[src/rtl/wb_pattern_master_if.sv]
// -----------------------------------------------------------------------------
// wb_pattern_master_if
// Wishbone bus bundle between the pattern master and the SDRAM controller
// host port. The suffixes follow the master's point of view (_o driven by
// the master, _i driven by the slave).
//
// Signals:
//   wb_cyc_o   cycle valid
//   wb_stb_o   strobe
//   wb_we_o    write enable
//   wb_addr_o  26-bit byte address
//   wb_dat_o   write data, DW bits
//   wb_sel_o   byte enables, DW/8 bits
//   wb_cti_o   cycle type identifier
//   wb_ack_i   slave acknowledge
//   wb_dat_i   read data, DW bits
//
// Modports: master (pattern generator side), slave (memory controller side).
// -----------------------------------------------------------------------------
`timescale 1ns/1ps

interface wb_pattern_master_if #(
   parameter int DW = 32
);
   logic            wb_cyc_o;
   logic            wb_stb_o;
   logic            wb_we_o;
   logic [25:0]     wb_addr_o;
   logic [DW-1:0]   wb_dat_o;
   logic [DW/8-1:0] wb_sel_o;
   logic [2:0]      wb_cti_o;
   logic            wb_ack_i;
   logic [DW-1:0]   wb_dat_i;

   // The initiator drives the request side and listens to ack/read data.
   modport master (
      output wb_cyc_o, wb_stb_o, wb_we_o, wb_addr_o, wb_dat_o, wb_sel_o, wb_cti_o,
      input  wb_ack_i, wb_dat_i
   );

   // The memory controller sees the request side and answers with ack/data.
   modport slave (
      input  wb_cyc_o, wb_stb_o, wb_we_o, wb_addr_o, wb_dat_o, wb_sel_o, wb_cti_o,
      output wb_ack_i, wb_dat_i
   );
endinterface

[src/rtl/wb_pattern_master.sv]
// -----------------------------------------------------------------------------
// wb_pattern_master
// Wishbone initiator for SDRAM bring-up. On start it writes an incrementing
// pattern (SEED + k) to a contiguous byte-address range, waits one idle gap
// cycle, reads the same range back and counts every word that differs from
// the pattern. The result is left in err_cnt when the done pulse fires.
//
// Parameters:
//   dw    data width in bits (byte lanes = dw/8)
//   SEED  pattern base value, word k = SEED + k
//
// Ports:
//   sys_clk        system / Wishbone clock
//   RESETN         synchronous active-low reset
//   sdr_init_done  SDRAM controller finished its init sequence
//   start          one-cycle test request, only honoured while idle
//   base_addr      first byte address, captured on start
//   burst_len      beats per phase, 0 means 256, captured on start
//   busy           test in progress (accepted start until the done cycle)
//   done           one-cycle pulse at the end of the test
//   err_cnt        read mismatches plus watchdog aborts, saturating
//   timeout        watchdog abort flag, sticky until the next start
//   wb             Wishbone master modport
//
// Optional feature macro: WB_TIMEOUT_EN
//   Defined   : a 10-bit watchdog aborts a phase after 1023 unacked strobe
//               cycles, sets timeout and bumps err_cnt.
//   Undefined : the master waits for ack forever and timeout is tied low.
// -----------------------------------------------------------------------------
`timescale 1ns/1ps

module wb_pattern_master #(
   parameter int            dw   = 32,
   parameter logic [dw-1:0] SEED = 32'hA5A5_0000
) (
   input  logic                   sys_clk,
   input  logic                   RESETN,
   input  logic                   sdr_init_done,
   input  logic                   start,
   input  logic [25:0]            base_addr,
   input  logic [7:0]             burst_len,
   output logic                   busy,
   output logic                   done,
   output logic [31:0]            err_cnt,
   output logic                   timeout,
   wb_pattern_master_if.master    wb
);

   typedef enum logic [2:0] {
      IDLE,
      WAIT_INIT,
      WRITE,
      GAP,
      READ,
      DONE
   } state_t;

   localparam logic [25:0]   ADDR_STEP = 26'(dw/8);
   localparam logic [dw-1:0] DATA_STEP = {{(dw-1){1'b0}}, 1'b1};

   state_t          r_state;
   state_t          w_nextState;
   logic [25:0]     r_base;
   logic [7:0]      r_lastIdx;
   logic [7:0]      r_k;
   logic [25:0]     r_addr;
   logic [dw-1:0]   r_dat;
   logic [31:0]     r_errCnt;

   logic            w_inPhase;
   logic            w_ack;
   logic            w_lastBeat;
   logic            w_mismatch;
   logic            w_abort;
   logic            w_errInc;
   logic            w_stb;
   logic            w_we;
   logic            w_busy;
   logic            w_done;

   // Ack is only meaningful while a phase is strobing; anything the slave
   // asserts outside WRITE/READ is ignored. Storing burst_len-1 lets the
   // 8-bit wrap turn a length of 0 into a last index of 255 (256 beats).
   assign w_inPhase  = (r_state == WRITE) || (r_state == READ);
   assign w_ack      = w_inPhase && wb.wb_ack_i;
   assign w_lastBeat = (r_k == r_lastIdx);
   assign w_mismatch = (wb.wb_dat_i != r_dat);
   assign w_errInc   = ((r_state == READ) && w_ack && w_mismatch) || w_abort;

`ifdef WB_TIMEOUT_EN
   logic [9:0] r_wdog;
   logic       r_timeout;

   // The watchdog counts strobe cycles without ack and restarts on every ack
   // or whenever no phase is active. The abort fires on the cycle that would
   // bring the count to 1023, so the strobe is seen for exactly 1023 cycles.
   assign w_abort = w_inPhase && !wb.wb_ack_i && (r_wdog == 10'd1022);
   assign timeout = r_timeout;

   // Watchdog counter plus the sticky timeout flag, cleared by a new start.
   always_ff @(posedge sys_clk) begin
      if (!RESETN) begin
         r_wdog    <= '0;
         r_timeout <= 1'b0;
      end else begin
         if (!w_inPhase || wb.wb_ack_i || w_abort) begin
            r_wdog <= '0;
         end else begin
            r_wdog <= r_wdog + 10'd1;
         end
         if ((r_state == IDLE) && start) begin
            r_timeout <= 1'b0;
         end else if (w_abort) begin
            r_timeout <= 1'b1;
         end
      end
   end
`else
   assign w_abort = 1'b0;
   assign timeout = 1'b0;
`endif

   // State register. The synchronous reset lands on IDLE, which drops
   // cyc/stb on the very next edge without any cleanup beat.
   always_ff @(posedge sys_clk) begin
      if (!RESETN) begin
         r_state <= IDLE;
      end else begin
         r_state <= w_nextState;
      end
   end

   // Next-state and bus control decode. Strobe is held high for the whole
   // phase; the address and data registers advance on each accepted beat.
   always_comb begin
      w_nextState = r_state;
      w_stb       = 1'b0;
      w_we        = 1'b0;
      w_busy      = 1'b0;
      w_done      = 1'b0;
      case (r_state)
         IDLE: begin
            if (start) begin
               w_nextState = WAIT_INIT;
            end
         end
         WAIT_INIT: begin
            w_busy = 1'b1;
            if (sdr_init_done) begin
               w_nextState = WRITE;
            end
         end
         WRITE: begin
            w_busy = 1'b1;
            w_stb  = 1'b1;
            w_we   = 1'b1;
            if (w_abort) begin
               w_nextState = DONE;
            end else if (w_ack && w_lastBeat) begin
               w_nextState = GAP;
            end
         end
         GAP: begin
            w_busy      = 1'b1;
            w_nextState = READ;
         end
         READ: begin
            w_busy = 1'b1;
            w_stb  = 1'b1;
            if (w_abort || (w_ack && w_lastBeat)) begin
               w_nextState = DONE;
            end
         end
         DONE: begin
            w_done      = 1'b1;
            w_nextState = IDLE;
         end
         default: begin
            w_nextState = IDLE;
         end
      endcase
   end

   // Datapath: capture the test parameters on start, step the beat index,
   // address and expected pattern on each ack, and rewind them in the gap so
   // the read phase walks exactly the same sequence. The error counter
   // saturates instead of wrapping.
   always_ff @(posedge sys_clk) begin
      if (!RESETN) begin
         r_base    <= '0;
         r_lastIdx <= '0;
         r_k       <= '0;
         r_addr    <= '0;
         r_dat     <= '0;
         r_errCnt  <= '0;
      end else begin
         case (r_state)
            IDLE: begin
               if (start) begin
                  r_base    <= base_addr;
                  r_lastIdx <= burst_len - 8'd1;
                  r_k       <= '0;
                  r_addr    <= base_addr;
                  r_dat     <= SEED;
                  r_errCnt  <= '0;
               end
            end
            WRITE, READ: begin
               if (w_ack) begin
                  r_k    <= r_k + 8'd1;
                  r_addr <= r_addr + ADDR_STEP;
                  r_dat  <= r_dat + DATA_STEP;
               end
            end
            GAP: begin
               r_k    <= '0;
               r_addr <= r_base;
               r_dat  <= SEED;
            end
            default: begin
            end
         endcase
         if (w_errInc && !(&r_errCnt)) begin
            r_errCnt <= r_errCnt + 32'd1;
         end
      end
   end

   // Bus outputs are forced to zero whenever no beat is being presented, so
   // the idle and reset bus is all zeros.
   assign wb.wb_cyc_o  = w_stb;
   assign wb.wb_stb_o  = w_stb;
   assign wb.wb_we_o   = w_we;
   assign wb.wb_addr_o = w_stb ? r_addr : '0;
   assign wb.wb_dat_o  = w_we ? r_dat : '0;
   assign wb.wb_sel_o  = {(dw/8){w_stb}};
   assign wb.wb_cti_o  = !w_stb ? 3'b000 : (w_lastBeat ? 3'b111 : 3'b010);

   assign busy    = w_busy;
   assign done    = w_done;
   assign err_cnt = r_errCnt;

endmodule
[src/flat_wrapper.sv]
// flat-port wrapper written by rule: the top's interface ports become plain ports
module wb_pattern_master_flat 
#(
   parameter int            dw   = 32,
   parameter logic [dw-1:0] SEED = 32'hA5A5_0000
)
  (sys_clk, RESETN, sdr_init_done, start, base_addr, burst_len, busy, done, err_cnt, timeout, wb_wb_cyc_o, wb_wb_stb_o, wb_wb_we_o, wb_wb_addr_o, wb_wb_dat_o, wb_wb_sel_o, wb_wb_cti_o, wb_wb_ack_i, wb_wb_dat_i);
  wb_pattern_master_if wb_i ();
  input  logic sys_clk;
  input  logic RESETN;
  input  logic sdr_init_done;
  input  logic start;
  input  logic [25:0] base_addr;
  input  logic [7:0] burst_len;
  output logic busy;
  output logic done;
  output logic [31:0] err_cnt;
  output logic timeout;
  output wire logic [$bits(wb_i.wb_cyc_o)-1:0] wb_wb_cyc_o;
  output wire logic [$bits(wb_i.wb_stb_o)-1:0] wb_wb_stb_o;
  output wire logic [$bits(wb_i.wb_we_o)-1:0] wb_wb_we_o;
  output wire logic [$bits(wb_i.wb_addr_o)-1:0] wb_wb_addr_o;
  output wire logic [$bits(wb_i.wb_dat_o)-1:0] wb_wb_dat_o;
  output wire logic [$bits(wb_i.wb_sel_o)-1:0] wb_wb_sel_o;
  output wire logic [$bits(wb_i.wb_cti_o)-1:0] wb_wb_cti_o;
  input wire logic [$bits(wb_i.wb_ack_i)-1:0] wb_wb_ack_i;
  input wire logic [$bits(wb_i.wb_dat_i)-1:0] wb_wb_dat_i;
  assign wb_wb_cyc_o = wb_i.wb_cyc_o;
  assign wb_wb_stb_o = wb_i.wb_stb_o;
  assign wb_wb_we_o = wb_i.wb_we_o;
  assign wb_wb_addr_o = wb_i.wb_addr_o;
  assign wb_wb_dat_o = wb_i.wb_dat_o;
  assign wb_wb_sel_o = wb_i.wb_sel_o;
  assign wb_wb_cti_o = wb_i.wb_cti_o;
  assign wb_i.wb_ack_i = wb_wb_ack_i;
  assign wb_i.wb_dat_i = wb_wb_dat_i;
  wb_pattern_master #(.dw(dw), .SEED(SEED)) u_core (.sys_clk(sys_clk), .RESETN(RESETN), .sdr_init_done(sdr_init_done), .start(start), .base_addr(base_addr), .burst_len(burst_len), .busy(busy), .done(done), .err_cnt(err_cnt), .timeout(timeout), .wb(wb_i));
endmodule
[config.mk]
export PLATFORM = sky130hd
export DESIGN_NAME = wb_pattern_master_flat
export DESIGN_NICKNAME = d
export VERILOG_FILES = /design/src/rtl/wb_pattern_master_if.sv /design/src/rtl/wb_pattern_master.sv /design/src/flat_wrapper.sv
export SDC_FILE = /design/constraint.sdc
export NUM_CORES = 1
export LEC_CHECK = 0
export BUFFER_PORTS_ARGS = -buffer_cell sky130_fd_sc_hd__buf_2
export CORE_MARGIN = 10
export CORE_UTILIZATION = 38
export CTS_BUF_LIST = sky130_fd_sc_hd__clkbuf_8
export CTS_CLUSTER_SIZE = 16
export DETAILED_ROUTE_END_ITERATION = 7
export HOLD_SLACK_MARGIN = 0.02
export PLACE_DENSITY_LB_ADDON = 0.15
export SETUP_SLACK_MARGIN = 0.2
export SLEW_MARGIN = 20
export SYNTH_ARGS = -nofsm -noshare
export SYNTH_HDL_FRONTEND = slang
export SYNTH_SLANG_ARGS = --single-unit
export TNS_END_PERCENT = 100
[constraint.sdc]
create_clock -name sys_clk -period 2.7 [get_ports sys_clk]
set_input_delay 0.54 -clock sys_clk [delete_from_list [all_inputs] [get_ports sys_clk]]
set_output_delay 0.54 -clock sys_clk [all_outputs]
set_load 0.01 [all_outputs]
==> key figures, run 1 <==
Pwr
  – Logic pwr share: 16.0%
  – Peak supply drop: 0.269 mV
  – Switching share of total power: between 20% and 30%
  – P per Cell Area: 478 mW/mm^2
  – P_leak: roughly 3.9 nW
  – Clk pwr share: between 30% and 40%
  – Sequential fraction of design power: 48.0%
  – NetSw: 1.34 mW
  – Internal power: 3.19 mW

STA
  – Tightest Pin Transition: 630 ps
  – RSZ-0062 raised after global routing: false
  – Slew margin rel.: 57.9%
  – Worst setup margin: 319 ps
  – Hold Vio Cnt, Final: 0
  – Final setup viols: 0
  – Final clock skew: 16.0 ps
  – Final TNS setup: 0 ps
  – Minimum clock period: 2380 ps
  – Final Cycle Share: 88.2%
  – FMAX: around 420 MHz
  – Final Max Tran Viols: 0

Placement
  – Routability cong.: 0.812
  – Placed Instance Area: 0.00899 sq mm
  – Number of I/O port buffers: 172
  – Post-DP HPWL: 17.2 mm
  – Post-place setup slack: around 90 ps

Final layout
  – Util after Layout: a little under half
  – Share of layout cells above drive strength 1: between 20% and 30%
  – Nets: 1209
  – Final Cell Area: 0.00949 sq mm
  – Fillers: 2067
  – Area delta synth->final: 21.8%

Global route
  – GR Util All Layers: ~18%
  – Global-route wire length before repair: 38.2 mm
  – Grt ovf: 0
  – Number of global-route vias before repair: 7087
  – Initial antenna violation count: 1
  – Largest net degree at the start of global routing: 43

Floorplan
  – Core Area: 0.0202 sq mm
  – Die Area: between 0.02 and 0.03 sq mm
  – Initial core utilization: around 39%
  – Die Y: 163 microns
  – IO Pins: 174
  – Die X: 163 microns
  – Row count: 52

Critical path
  – CP max stage cell: dfxtp_2
  – Crit start category: register
  – FF-to-FF End: u_core.r_dat[12]$_SDFFE_PN0P_
  – Worst-path fanout max: 12
  – Critical path data arrival time: roughly 1800 ps
  – Crit path capture type: primary output
  – Data required time of the worst path: 2160 ps
  – R2R cell count: 9
  – Crit-path cells: buf_6 -> nand2b_1 -> buf_6 -> nor2_4 -> buf_6 -> and2_1 -> buf_2
  – Cell mode on critical path: buf_6
  – Critical R2R Launch: u_core.r_state[1]$_SDFFE_PN0P_
  – FF-to-FF setup slack: 390 ps
  – Slowest Stage Delay on Critical Path: 400 ps
  – Worst Setup Path Type: register to primary output
  – Buffers & Inverters on Critical Path: 4
  – CP top delay family: buffers and inverters

Yosys
  – Synth Instances: 973
  – Adder-cell share of the synthesized area: 0.803%
  – Synth warn: 0
  – Post-synthesis compound-gate area fraction: between 10% and 20%
  – Portion of netlist area occupied by mux cells: 0.530%
  – #FFs+latches synth: 135
  – Post-Syn Nets: 1049
  – Xor/xnor cell area share of the yosys netlist: 9.44%
  – Register area share after synthesis: around a third
  – Top-count cell post-synth: dfxtp_1
  – Syn avg cell area: between 8 and 9 sq um
  – Largest family of logic cells by synthesized area: simple AND/OR/NAND/NOR gates
  – Top cell type's share of synthesized area: 34.7%
  – Main synth FF type: dfxtp_1
  – Yosys top cell by area: dfxtp_1
  – Post-synthesis simple-gate area fraction: between 20 and 30%
  – Synth top cells by count: dfxtp_1 (135), nand2_1 (111), nor2_1 (90), and2_1 (54)
  – Synth unique cells: 82
  – Post-synth EDFFs: 0
  – Area contributors post-synth: dfxtp_1 (35%), xor2_1 (6.0%), nand2_1 (5.3%), and2_1 (4.3%), nor2_1 (4.3%)
  – Cell area after synthesis: 0.00779 sq mm
  – Async SR Flop Fraction: 0%

Hold path
  – Hold wc startpoint: burst_len[0]
  – Hold depth: 2
  – HP Class: input pin to register
  – Sink of the worst hold path: u_core.r_lastIdx[0]$_SDFFE_PN0P_

Clock tree
  – CTS buffer count: 17
  – CTS Root Cell: clkbuf_8
  – CTS H-tree lvls: 4
  – Clock transition at path regs: 80 ps
  – Num Clock Sinks: approximately 140
  – CTS tree: done
  – Clock Latency Late Sink: 450 ps
  – Clock tree buffer depth: 2
  – Hold buffers post-CTS: 0

Outcome
  – Status: finished, final reports clean

Drt
  – Final antenna-violating net count: 0
  – DR vias/cell: 5.26
  – DRT iter0 DRCs: 400
  – DR DRC count: 0
  – Vias post-DR: 7445
  – Final WL: ~24 mm
  – Drt first pass iters: 5
  – Routed length per placed instance: 16.9 microns

Run
  – Max-cap violation count: 0
-- sequential cells by signal, summed over array words and instances (netlist names) --
| signal | cells |
|---|---|
| u_core.r_base | 26 |
| u_core.r_addr | 26 |
| u_core.r_lastIdx | 8 |
| u_core.r_k | 8 |
| u_core.r_state | 3 |
| u_core.err_cnt | 32 |
| u_core.r_dat | 32 |
-- final cells by class --
type / count / area, sq um / area share, %
inverters: 22 / 85.1 / 0.897
diodes: 1 / 2.50 / 0.0264
repair buffers: 216 / 1260 / 13.3
clock buffers: 17 / 234 / 2.47
well taps: 270 / 338 / 3.56
clock inverters: 13 / 135 / 1.42
flip-flops and latches: 135 / 2710 / 28.5
multi-input cells: 741 / 4730 / 49.8
-- repair_timing --
item / in CTS / in global routing
setup buffers: 4 / 0
gates cloned: 1 / 0
hold endpoints to repair: 0 / 0
endpoints found under the setup margin: 51 / 43
gates resized for setup: 9 / 11
pin swaps: 1 / 0
-- cell usage in the layout, fill, tap and decap left out, types with 10 or more instances in the layout --
cell,count
a211oi_1,14
a21oi_1,52
a221o_1,20
a22o_1,10
and2_1,54
buf_2,171
buf_4,37
clkbuf_8,17
dfxtp_1,133
inv_1,21
nand2_1,111
nand3_1,26
nand4_1,28
nor2_1,89
nor3_1,47
nor4_1,15
o21a_1,11
o21ai_0,33
xnor2_1,31
xor2_1,52
-- power by group through the flow --
stage / combinational, mW / clock [mW] / sequential (mW)
2_1_floorplan: 0.458 / 0 / 2.19
3_3_place_gp: 0.700 / 0 / 2.22
3_5_place_dp: 0.707 / 0 / 2.22
4_1_cts: 0.723 / 1.69 / 2.17
5_1_grt: 0.806 / 1.77 / 2.19
6_report: 0.725 / 1.63 / 2.18
-- routing by layer --
layer	track usage [%]	up-vias	share of wire, %
li1	-	3788	-
met1	22.7	3434	47
met2	28.5	197	46
met3	4.25	26	5.3
met4	5.16	0	1.6
met5	0	-	0
-- through the flow --
stage	cells	hold slack (ps)	total power, mW
floorplan	973	431	2.65
global placement	1379	440	2.92
detailed placement	1379	444	2.93
CTS	1414	273	4.58
global route	1415	292	4.76
finish	1415	302	4.53
-- worst register-to-register path, cell delays in order, from the launching register on --
cell and delay (ps):
dfxtp_2 360, buf_6 120, buf_4 120, buf_4 180, o32ai_4 400, buf_4 210
nand4_1 270, nor4_1 330, xnor2_1 170, nor2_1 50
-- worst max-delay path by stage --
stage	to	slack (ps)	cells after the start	startpoint
after global placement	u_core.err_cnt[28]$_SDFFE_PN0P_	150	7	wb_wb_dat_i[31]
after floorplan	wb_wb_cti_o[2]	280	9	u_core.r_state[2]$_SDFFE_PN0P_
final	wb_wb_dat_o[3]	320	7	u_core.r_state[1]$_SDFFE_PN0P_
after detailed placement	u_core.err_cnt[16]$_SDFFE_PN0P_	90	7	wb_wb_dat_i[0]
after global routing	wb_wb_dat_o[4]	210	7	u_core.r_state[1]$_SDFFE_PN0P_
after CTS	wb_wb_cti_o[0]	190	6	u_core.r_state[2]$_SDFFE_PN0P_
-- logic make-up after synthesis --
logic type                 count (synthesis)
and+or+nand+nor                          439
adders and majority gates                  5
DFF                                      135
xor gates and xnor gates                  84
other                                      1
muxes                                      4
AOI/OAI and AO/OA                        208
buffers and inverters                     97
(Power assumes the default switching activity.)
==> run 2: changes to the inputs <==
--- a/config.mk
+++ b/config.mk
@@ -11,6 +11,7 @@
 export CTS_BUF_LIST = sky130_fd_sc_hd__clkbuf_8
 export CTS_CLUSTER_SIZE = 16
 export DETAILED_ROUTE_END_ITERATION = 7
+export GPL_ROUTABILITY_DRIVEN = 1
 export HOLD_SLACK_MARGIN = 0.02
 export PLACE_DENSITY_LB_ADDON = 0.15
 export SETUP_SLACK_MARGIN = 0.2
==> constraint.sdc (replaced) <==
create_clock -name sys_clk -period 2.9 [get_ports sys_clk]
set_input_delay 0.58 -clock sys_clk [delete_from_list [all_inputs] [get_ports sys_clk]]
set_output_delay 0.58 -clock sys_clk [all_outputs]
set_load 0.01 [all_outputs]
==> key figures, run 2 (synthesis results as in run 1) <==
Outcome
  – Status: finished, final reports clean

Critical path
  – CP max stage cell: dfxtp_2
  – Slowest Stage Delay on Critical Path: 440 ps (+40 ps)
  – Buffers & Inverters on Critical Path: 4 (unchanged)
  – Worst Setup Path Type: register to primary output
  – Critical R2R Launch: u_core.r_dat[0]$_SDFFE_PN0P_
  – Crit start category: register
  – Critical path data arrival time: 1980 ps (+140 ps)
  – CP top delay family: buffers and inverters
  – Crit-path cells: xor2_2 -> nand2b_1 -> inv_2 -> buf_8 -> nand2_1 -> inv_1 -> buf_2
  – Critical Path Start: u_core.r_state[2]$_SDFFE_PN0P_
  – Worst-path fanout max: 46 (+34)
  – Crit path capture type: primary output
  – Data required time of the worst path: 2320 ps (+160 ps)

Clock tree
  – Num Clock Sinks: 135 (unchanged)
  – CTS buffer count: 17 (unchanged)
  – CTS Root Cell: clkbuf_8
  – Setup Fix Bufs, Post-CTS: 0 (-4)
  – CTS tree: done
  – Clock Latency Late Sink: 440 ps (about the same)
  – CTS H-tree lvls: 4 (unchanged)
  – Clock transition at path regs: 80 ps (about the same)
  – Clock tree buffer depth: 2 (unchanged)

STA
  – FMAX: 391 MHz
  – Worst setup margin: 342 ps (+22.9 ps)
  – Final clock skew: 12.6 ps (-3.39 ps)
  – Tightest Pin Transition: 1120 ps (+492 ps)
  – Minimum clock period: 2560 ps
  – Slew margin rel.: 25.2% (-33 points)
  – Final setup viols: 0 (unchanged)
  – Final Max Tran Viols: 0 (unchanged)
  – RSZ-0062 raised after global routing: true
  – Hold Vio Cnt, Final: 0 (unchanged)
  – Final TNS setup: 0 ps (unchanged)
  – Final Cycle Share: 88.2%

Final layout
  – Seq. cell area: 0.00271 sq mm (about the same)
  – Fillers: 2105 (+1.8%)
  – Final Cell Area: 0.00940 sq mm (-1.0%)
  – Nets: 1194 (-1.2%)
  – Share of layout cells above drive strength 1: 23.9% (-1.1 points)
  – Area delta synth->final: 20.6%
  – Layout Cells excl Fill: 1401 (-0.99%)
  – Commonest non-fill, non-tap cell in the layout: buf_2
  – Most frequent cells in the layout: buf_2 (172), dfxtp_1 (132), nand2_1 (111)
  – Multi-input logic area: 0.00468 sq mm (-1.0%)

Placement
  – Number of I/O port buffers: 172 (unchanged)
  – Post-DP HPWL: 16.8 mm (-2.2%)
  – Placed Instance Area: 0.00890 sq mm (-1.0%)
  – Dpl cells: 1369 (-0.73%)
  – Routability cong.: 0.846 (+4.1%)
  – Post-place setup slack: 167 ps (+74.6 ps)

Drt
  – DR DRC count: 0 (unchanged)
  – Final antenna-violating net count: 0 (unchanged)
  – DR vias/cell: 5.36 (+1.8%)
  – Vias post-DR: 7505 (+0.81%)
  – Final WL: 24.0 mm (+0.26%)
  – Routed length per placed instance: 17.2 microns (+1.3%)
  – DRT iter0 DRCs: 452 (+13%)
  – Drt first pass iters: 7 (+2)

Pwr
  – Final Power: 4.51 mW (-0.54%)
  – P_leak: 3.88 nW (-1.2%)
  – Peak supply drop: 0.259 mV (-3.6%)
  – P per Cell Area: 480 mW/mm^2 (+0.47%)

Hold path
  – Hold wc startpoint: burst_len[0]
  – HP Class: input pin to register

Global route
  – GR Util All Layers: 17.6% (about the same)
  – Number of global-route vias before repair: 7343 (+3.6%)
  – Initial antenna violation count: 1 (unchanged)
  – Global-route wire length before repair: 38.7 mm (+1.3%)
  – Largest net degree at the start of global routing: 48 (+12%)
  – Grt ovf: 0 (unchanged)

Floorplan
  – Die X: 163 microns (unchanged)
  – Row count: 52 (unchanged)
  – Core Area: 0.0202 sq mm (unchanged)
  – Die Area: 0.0266 sq mm (unchanged)
  – IO Pins: 174 (unchanged)
  – Initial core utilization: 38.6% (unchanged)
  – Die Y: 163 microns (unchanged)

Run
  – Max-cap violation count: 0 (unchanged)
run 2: cell types whose count changed in the layout (fill, tap and decap cells not counted), sizes merged:
cell,change
clkinv,-3
inv,-1
clkbuf,+2
bufinv,+3
buf,-15
run 2: stage by stage:
stage | hold WS [ps] | util, %
2_1_floorplan | 431 | -
3_3_place_gp | 440 | 44.1
3_5_place_dp | 446 | 44.1
4_1_cts | 332 | 46.5
5_1_grt | 334 | 46.6
6_report | 359 | 46.6
run 2: final timing paths:
path | end | slack (ps) | cells after the start
max | wb_wb_addr_o[2] | 340 | 7
min | u_core.r_lastIdx[0]$_SDFFE_PN0P_ | 360 | 2
min reg2reg | u_core.r_base[3]$_SDFFE_PN0P_ | 450 | 2
max reg2reg | u_core.err_cnt[16]$_SDFFE_PN0P_ | 440 | 6
run 2: layout make-up:
class                           instances  share of cell area [%]
Multi-Input combinational cell        741                    49.8
Clock inverter                         12                    2.12
Antenna cell                            1                  0.0266
Tap cell                              270                    3.60
Inverter                               22                   0.879
Clock buffer                           19                    2.78
Timing Repair Buffer                  201                    12.0
Sequential cell                       135                    28.8
run 2: power by group:
group          leakage [nW]  total, mW  switching [mW]  internal (mW)
Clock                 0.232       1.83           0.768           1.07
Sequential             1.10       2.03          0.0896           1.94
Combinational          2.55      0.642           0.382          0.260
run 2: layer usage:
| metal | up-vias | GRT usage [%] | share of wire, % |
|---|---|---|---|
| li1 | 3761 | - | - |
| met1 | 3545 | 22.4 | 46 |
| met2 | 182 | 29.4 | 47 |
| met3 | 17 | 4.46 | 5.4 |
| met4 | 0 | 3.69 | 1.0 |
| met5 | - | 0 | 0 |
run 2: repair_timing:
item / 4_1_cts / 5_1_grt
hold buffers: 0 / 0
pin swaps: 0 / 0
cloned: 0 / 0
endpoints found under the setup margin: 53 / 29
resized for setup: 6 / 3
run 2: worst reg2reg max path, delay by kind of cell (launching register included):
kind	cells	cell delay [ps]
AND/OR/NAND/NOR	3	1130
XOR/XNOR	1	310
AO/OA/AOI/OAI	2	510
flip-flops	1	450
